==> config.mk <==
export PLATFORM = sky130hd
export DESIGN_NAME = branch_resolve_pipe
export DESIGN_NICKNAME = d
export VERILOG_FILES = /design/src/rtl/branch_resolve_pipe.sv
export SDC_FILE = /design/constraint.sdc
export NUM_CORES = 1
export LEC_CHECK = 0
export CAP_MARGIN = 5
export CORE_MARGIN = 1.5
export CORE_UTILIZATION = 51
export CTS_BUF_LIST = sky130_fd_sc_hd__clkbuf_4 sky130_fd_sc_hd__clkbuf_8
export DETAILED_ROUTE_END_ITERATION = 7
export MAX_ROUTING_LAYER = met4
export PLACE_DENSITY = 0.82
export REMOVE_ABC_BUFFERS = 1
export SETUP_SLACK_MARGIN = 0.5
export SLEW_MARGIN = 0
export SYNTH_ARGS = -nofsm -noshare
export SYNTH_HDL_FRONTEND = slang
export SYNTH_SLANG_ARGS = --single-unit
==> constraint.sdc <==
create_clock -name clk_i -period 3.5 [get_ports clk_i]
set_input_delay 0.7 -clock clk_i [delete_from_list [all_inputs] [get_ports clk_i]]
set_output_delay 0.7 -clock clk_i [all_outputs]
set_load 0.01 [all_outputs]
==> src/rtl/branch_resolve_pipe.sv <==
// Carries fetch prediction metadata to EX, resolves branches/jumps there
// and registers the EX/MEM commit bundle plus perf counters for gshare.
module branch_resolve_pipe #(
  parameter int INDEX_WIDTH   = 8,
  parameter int HISTORY_WIDTH = 8,
  parameter int CNT_WIDTH     = 32
) (
  input  logic                          clk_i,
  input  logic                          rst_ni,
  input  logic                          IF_valid_i,
  input  logic [31:0]                   IF_pc_i,
  input  logic                          IF_btb_hit_i,
  input  logic                          IF_prediction_i,
  input  logic [HISTORY_WIDTH-1:0]      IF_ghr_data_i,
  input  logic                          ID_is_branch_i,
  input  logic                          ID_is_jal_i,
  input  logic                          ID_is_jalr_i,
  input  logic [2:0]                    ID_funct3_i,
  input  logic [31:0]                   ID_imm_i,
  input  logic [31:0]                   EX_rs1_data_i,
  input  logic [31:0]                   EX_rs2_data_i,
  input  logic                          stall_i,
  input  logic                          flush_i,
  output logic [INDEX_WIDTH-1:0]        EXMEM_btb_wr_index_o,
  output logic [32-INDEX_WIDTH-3:0]     EXMEM_btb_wr_tag_o,
  output logic [31:0]                   EXMEM_btb_wr_target_o,
  output logic [HISTORY_WIDTH-1:0]      EXMEM_pht_wr_index_o,
  output logic                          EXMEM_btb_hit_o,
  output logic                          EXMEM_prediction_o,
  output logic [HISTORY_WIDTH-1:0]      EXMEM_ghr_data_o,
  output logic                          EXMEM_is_jmp_o,
  output logic                          EXMEM_br_decision_o,
  output logic [31:0]                   EXMEM_pc_plus4_o,
  output logic [31:0]                   EXMEM_br_target_o,
  output logic [CNT_WIDTH-1:0]          br_count_o,
  output logic [CNT_WIDTH-1:0]          mispred_count_o
);

  localparam int HW = HISTORY_WIDTH;

  typedef struct packed {
    logic          valid;
    logic [31:0]   pc;
    logic          btb_hit;
    logic          pred;
    logic [HW-1:0] ghr;
  } if_id_t;

  typedef struct packed {
    if_id_t      meta;
    logic        is_br;
    logic        is_jal;
    logic        is_jalr;
    logic [2:0]  funct3;
    logic [31:0] imm;
  } id_ex_t;

  typedef struct packed {
    logic [31:0]   pc;
    logic          btb_hit;
    logic          pred;
    logic [HW-1:0] ghr;
    logic          is_jmp;
    logic          taken;
    logic [31:0]   pc_plus4;
    logic [31:0]   target;
  } ex_mem_t;

  if_id_t  if_id_q, if_id_d;
  id_ex_t  id_ex_q, id_ex_d;
  ex_mem_t ex_mem_q, ex_mem_d;

  logic [CNT_WIDTH-1:0] br_cnt_q, mp_cnt_q;

  always_comb begin
    if_id_d = '0;
    if (IF_valid_i) begin
      if_id_d.valid   = 1'b1;
      if_id_d.pc      = IF_pc_i;
      if_id_d.btb_hit = IF_btb_hit_i;
      if_id_d.pred    = IF_prediction_i;
      if_id_d.ghr     = IF_ghr_data_i;
    end
  end

  always_ff @(posedge clk_i) begin
    if (!rst_ni) begin
      if_id_q <= '0;
    end else if (flush_i) begin
      if_id_q <= '0;
    end else if (!stall_i) begin
      if_id_q <= if_id_d;
    end
  end

  always_comb begin
    id_ex_d = '0;
    if (if_id_q.valid) begin
      id_ex_d.meta    = if_id_q;
      id_ex_d.is_br   = ID_is_branch_i;
      id_ex_d.is_jal  = ID_is_jal_i;
      id_ex_d.is_jalr = ID_is_jalr_i;
      id_ex_d.funct3  = ID_funct3_i;
      id_ex_d.imm     = ID_imm_i;
    end
  end

  always_ff @(posedge clk_i) begin
    if (!rst_ni || flush_i || stall_i) begin
      id_ex_q <= '0;
    end else begin
      id_ex_q <= id_ex_d;
    end
  end

  logic        cmp;
  logic        taken;
  logic [31:0] jalr_sum;
  logic [31:0] target;

  always_comb begin
    cmp = 1'b0;
    case (id_ex_q.funct3)
      3'b000:  cmp = EX_rs1_data_i == EX_rs2_data_i;
      3'b001:  cmp = EX_rs1_data_i != EX_rs2_data_i;
      3'b100:  cmp = $signed(EX_rs1_data_i) < $signed(EX_rs2_data_i);
      3'b101:  cmp = $signed(EX_rs1_data_i) >= $signed(EX_rs2_data_i);
      3'b110:  cmp = EX_rs1_data_i < EX_rs2_data_i;
      3'b111:  cmp = EX_rs1_data_i >= EX_rs2_data_i;
      default: cmp = 1'b0;
    endcase
  end

  always_comb begin
    taken = 1'b0;
    unique case (1'b1)
      id_ex_q.is_br:   taken = cmp;
      id_ex_q.is_jal:  taken = 1'b1;
      id_ex_q.is_jalr: taken = 1'b1;
      default:         taken = 1'b0;
    endcase
  end

  assign jalr_sum = EX_rs1_data_i + id_ex_q.imm;
  assign target   = id_ex_q.is_jalr ? (jalr_sum & ~32'h1)
                                    : id_ex_q.meta.pc + id_ex_q.imm;

  always_comb begin
    ex_mem_d = '0;
    if (id_ex_q.meta.valid) begin
      ex_mem_d.pc       = id_ex_q.meta.pc;
      ex_mem_d.btb_hit  = id_ex_q.meta.btb_hit;
      ex_mem_d.pred     = id_ex_q.meta.pred;
      ex_mem_d.ghr      = id_ex_q.meta.ghr;
      ex_mem_d.is_jmp   = id_ex_q.is_br | id_ex_q.is_jal;
      ex_mem_d.taken    = taken;
      ex_mem_d.pc_plus4 = id_ex_q.meta.pc + 32'd4;
      ex_mem_d.target   = target;
    end
  end

  always_ff @(posedge clk_i) begin
    if (!rst_ni || flush_i) begin
      ex_mem_q <= '0;
    end else begin
      ex_mem_q <= ex_mem_d;
    end
  end

  // JALR is not a BTB jump but still redirects, so it counts as a miss
  logic br_inc, mp_inc;

  assign br_inc = ex_mem_q.is_jmp;
  assign mp_inc = (ex_mem_q.is_jmp & (ex_mem_q.pred ^ ex_mem_q.taken))
                | (!ex_mem_q.is_jmp & ex_mem_q.taken);

  always_ff @(posedge clk_i) begin
    if (!rst_ni) begin
      br_cnt_q <= '0;
      mp_cnt_q <= '0;
    end else begin
      if (br_inc && br_cnt_q != '1) br_cnt_q <= br_cnt_q + CNT_WIDTH'(1);
      if (mp_inc && mp_cnt_q != '1) mp_cnt_q <= mp_cnt_q + CNT_WIDTH'(1);
    end
  end

  assign EXMEM_btb_wr_index_o  = ex_mem_q.pc[INDEX_WIDTH+1:2];
  assign EXMEM_btb_wr_tag_o    = ex_mem_q.pc[31:INDEX_WIDTH+2];
  assign EXMEM_btb_wr_target_o = ex_mem_q.target;
  assign EXMEM_pht_wr_index_o  = ex_mem_q.pc[HW+1:2];
  assign EXMEM_btb_hit_o       = ex_mem_q.btb_hit;
  assign EXMEM_prediction_o    = ex_mem_q.pred;
  assign EXMEM_ghr_data_o      = ex_mem_q.ghr;
  assign EXMEM_is_jmp_o        = ex_mem_q.is_jmp;
  assign EXMEM_br_decision_o   = ex_mem_q.taken;
  assign EXMEM_pc_plus4_o      = ex_mem_q.pc_plus4;
  assign EXMEM_br_target_o     = ex_mem_q.target;
  assign br_count_o            = br_cnt_q;
  assign mispred_count_o       = mp_cnt_q;

  assert property (@(posedge clk_i) disable iff (!rst_ni)
    $onehot0({ID_is_branch_i, ID_is_jal_i, ID_is_jalr_i}));

endmodule

==> metrics.yaml <==
cp-start-kind: "flop"
antenna_left: 0
finalSetupViolations: 0
grt_util_all_layers_pct: 28.34
yosys_warnings: 0
layout.nets: 2182
io_pins: 359
synth-seq-area-share_pct: 41.04
clockBufferDepth: 3
synth_seq_cells: 294
initial_core_util_pct: 51.76
root_buffer: "clkbuf_8"
place_congestion: 0.9924
worstPathRequired_ns: 3.98
die_y_microns: 170.7
grt_pass1_wl_microns: 62820
min_period_over_period_pct: 84.96
worstMarginPinSlew_ns: 0.6766
grt_pass1_vias: 12214
clk_pin_slew_ns: 0.06
fin_crit_ns: 2.974
htree_levels: 2
netlist_area_sq_um: 14340
vias_per_cell: 5.325
drtIter0Drc: 736
placed_area_sq_um: 18270
hpwl_microns: 30890
num_vias: 12514
area_growth_pct: 37.34
grt_max_degree: 65
die_x_microns: 170.7
drive_gt1_share_pct: 11.89
synth-async-reset-ratio_pct: 0
cts_buffers: 47
ys_types: 80
cts_num_sinks: 294
finalNonFillerCells: 2350
crit_arrival_ns: 3.45
final_util_pct: 71.09
wl_microns: 40960
outcome: "finished, final reports clean"
drc: 0
syn_area_per_cell_sq_um: 9.187
slew_violations: 0
placementRows: 61
hold_path.class: "reg -> reg"
p_leak_nw: 8.133
crit_path_end_kind: "flop"
max_cap_violations: 0
timing.fmax_ghz: 0.3363
avgRoutedWirePerCell_microns: 17.43
drt-pass1-iter-count: 5
synth_ff_type: "dfxtp_1"
die_area_sq_um: 29140
peakVddDrop_mv: 0.3342
worst_skew_pair.late_latency_ns: 0.58
worst-setup-path-type: "reg -> reg"
rsz0062_at_grt: "yes"
synthCells: 1561
fin_hold_ws_ns: 0.4566
skew_ns: 0.03340
place_inst: 2256
antenna_found_initial: 4
power-per-cell-area_nw_per_um2: 356.6
io_buffer_count: 358
critPathMaxFanout: 4
final_area_sq_um: 19700
relSlewSlack_pct: 54.89
hold_viol: 0
synth_edf_count: 0
gr-total-overflow: 0
core_sq_um: 27710
cts_tree: "yes"
[final timing paths]
check | endpoint | cells past startpoint | slack (ns) | startpoint
min reg2reg | id_ex_q[77] | 1 | 0.46 | if_id_q[39]
max reg2reg | EXMEM_br_target_o[28] | 11 | 0.53 | id_ex_q[2]
max | EXMEM_br_target_o[28] | 11 | 0.53 | id_ex_q[2]
min | id_ex_q[77] | 1 | 0.46 | if_id_q[39]
[state kept, by name, indices dropped and copies added (netlist names)]
register,count
id_ex_q,81
EXMEM_br_decision_o,1
EXMEM_br_target_o,32
EXMEM_is_jmp_o,1
ex_mem_q,2
EXMEM_pc_plus4_o,30
EXMEM_btb_hit_o,1
if_id_q,43
EXMEM_btb_wr_index_o,8
EXMEM_btb_wr_tag_o,22
EXMEM_ghr_data_o,8
EXMEM_prediction_o,1
br_count_o,32
mispred_count_o,32
[layout make-up]
| cell class | instances | area (sq um) |
|---|---|---|
| inverters | 61 | 229.0 |
| diodes | 4 | 10.01 |
| repair buffers | 421 | 4086 |
| flip-flops and latches | 294 | 5901 |
| clock inverters | 10 | 122.6 |
| clock buffers | 72 | 922.1 |
| well taps | 378 | 473.0 |
| fillers | 2166 | 8009 |
| multi-input cells | 1110 | 7953 |
[per-stage QoR]
stage	worst slack (ns)	setup TNS, ns	power (mW)
after floorplan	-0.5502	-43.19	3.601
after global placement	-0.1861	-0.5956	3.864
after detailed placement	-0.2443	-1.093	3.874
after CTS	0.4754	0	7.070
after global routing	0.4528	0	7.272
final	0.5264	0	7.023
[placed cells by master, fill, tap and decap left out, drive strengths merged, types with 50 or more instances in the layout]
cell / netlist / routed
a21oi: 93 / 93
and2: 145 / 145
and3: 62 / 62
buf: 47 / 63
clkbuf: 49 / 72
clkdlybuf4s50: 0 / 351
dfxtp: 294 / 294
ha: 96 / 96
inv: 61 / 62
nand2: 80 / 80
nand3: 50 / 50
nor2: 115 / 115
o21ai: 52 / 52
xnor2: 92 / 92
[report_power, final]
group / switching, mW / internal [mW] / total, mW
combinational: 0.189 / 0.264 / 0.453
clock: 1.37 / 1.83 / 3.20
sequential: 0.00733 / 3.36 / 3.37
total: 1.57 / 5.46 / 7.02
[critical path: stages, from the launching register on]
cell and delay (ns):
dfxtp_2 0.35, ha_1 0.35, nor2b_2 0.20, o31a_1 0.33
o21ai_2 0.21, a31oi_4 0.13, o21ai_2 0.20, a31oi_2 0.14
a221oi_2 0.34, nor4b_4 0.33, a2111oi_4 0.08, a211oi_2 0.21
[cells in the mapped netlist, types with 25 or more instances]
| library cell | n | area (sq um) |
|---|---|---|
| dfxtp_1 | 294 | 5886 |
| and2_1 | 144 | 900.9 |
| nor2_1 | 115 | 431.7 |
| ha_1 | 96 | 1201 |
| xnor2_1 | 92 | 805.8 |
| a21oi_1 | 91 | 455.4 |
| nand2_1 | 79 | 296.5 |
| and3_1 | 61 | 381.6 |
| inv_1 | 60 | 225.2 |
| nand3_1 | 47 | 235.2 |
| o21ai_0 | 46 | 230.2 |
| clkbuf_1 | 45 | 168.9 |
| a22o_1 | 42 | 367.9 |
| xor2_1 | 42 | 367.9 |
| buf_4 | 40 | 300.3 |
| a21o_1 | 25 | 187.7 |
[logic make-up (layout without fill, tap and decap cells)]
family | after synthesis | count (layout) | synth area share, %
other | 0 | 4 | 0
xor gates and xnor gates | 134 | 134 | 8.184
muxes | 9 | 9 | 0.6369
adders and majority gates | 98 | 98 | 8.655
and+or+nand+nor | 571 | 571 | 21.79
AOI/OAI and AO/OA | 298 | 298 | 14.09
buffers and inverters | 157 | 564 | 5.601
DFF | 294 | 294 | 41.04
[repair_timing]
action	4_1_cts	5_1_grt
resized for setup	11	61
buffers inserted	0	8
cloned	0	0
setup endpoints to repair	6	13
pin swaps	8	22
hold buffers	0	0
[routing by layer]
| layer | vias up | global-route usage [%] | wire, microns |
|---|---|---|---|
| li1 | 6152 | - | - |
| met1 | 5836 | 33.89 | 17490 |
| met2 | 433 | 46.64 | 19370 |
| met3 | 93 | 5.806 | 2719 |
| met4 | 0 | 11.47 | 1377 |
| met5 | - | - | 0 |
Note: power is estimated with default switching activity, not from simulation.
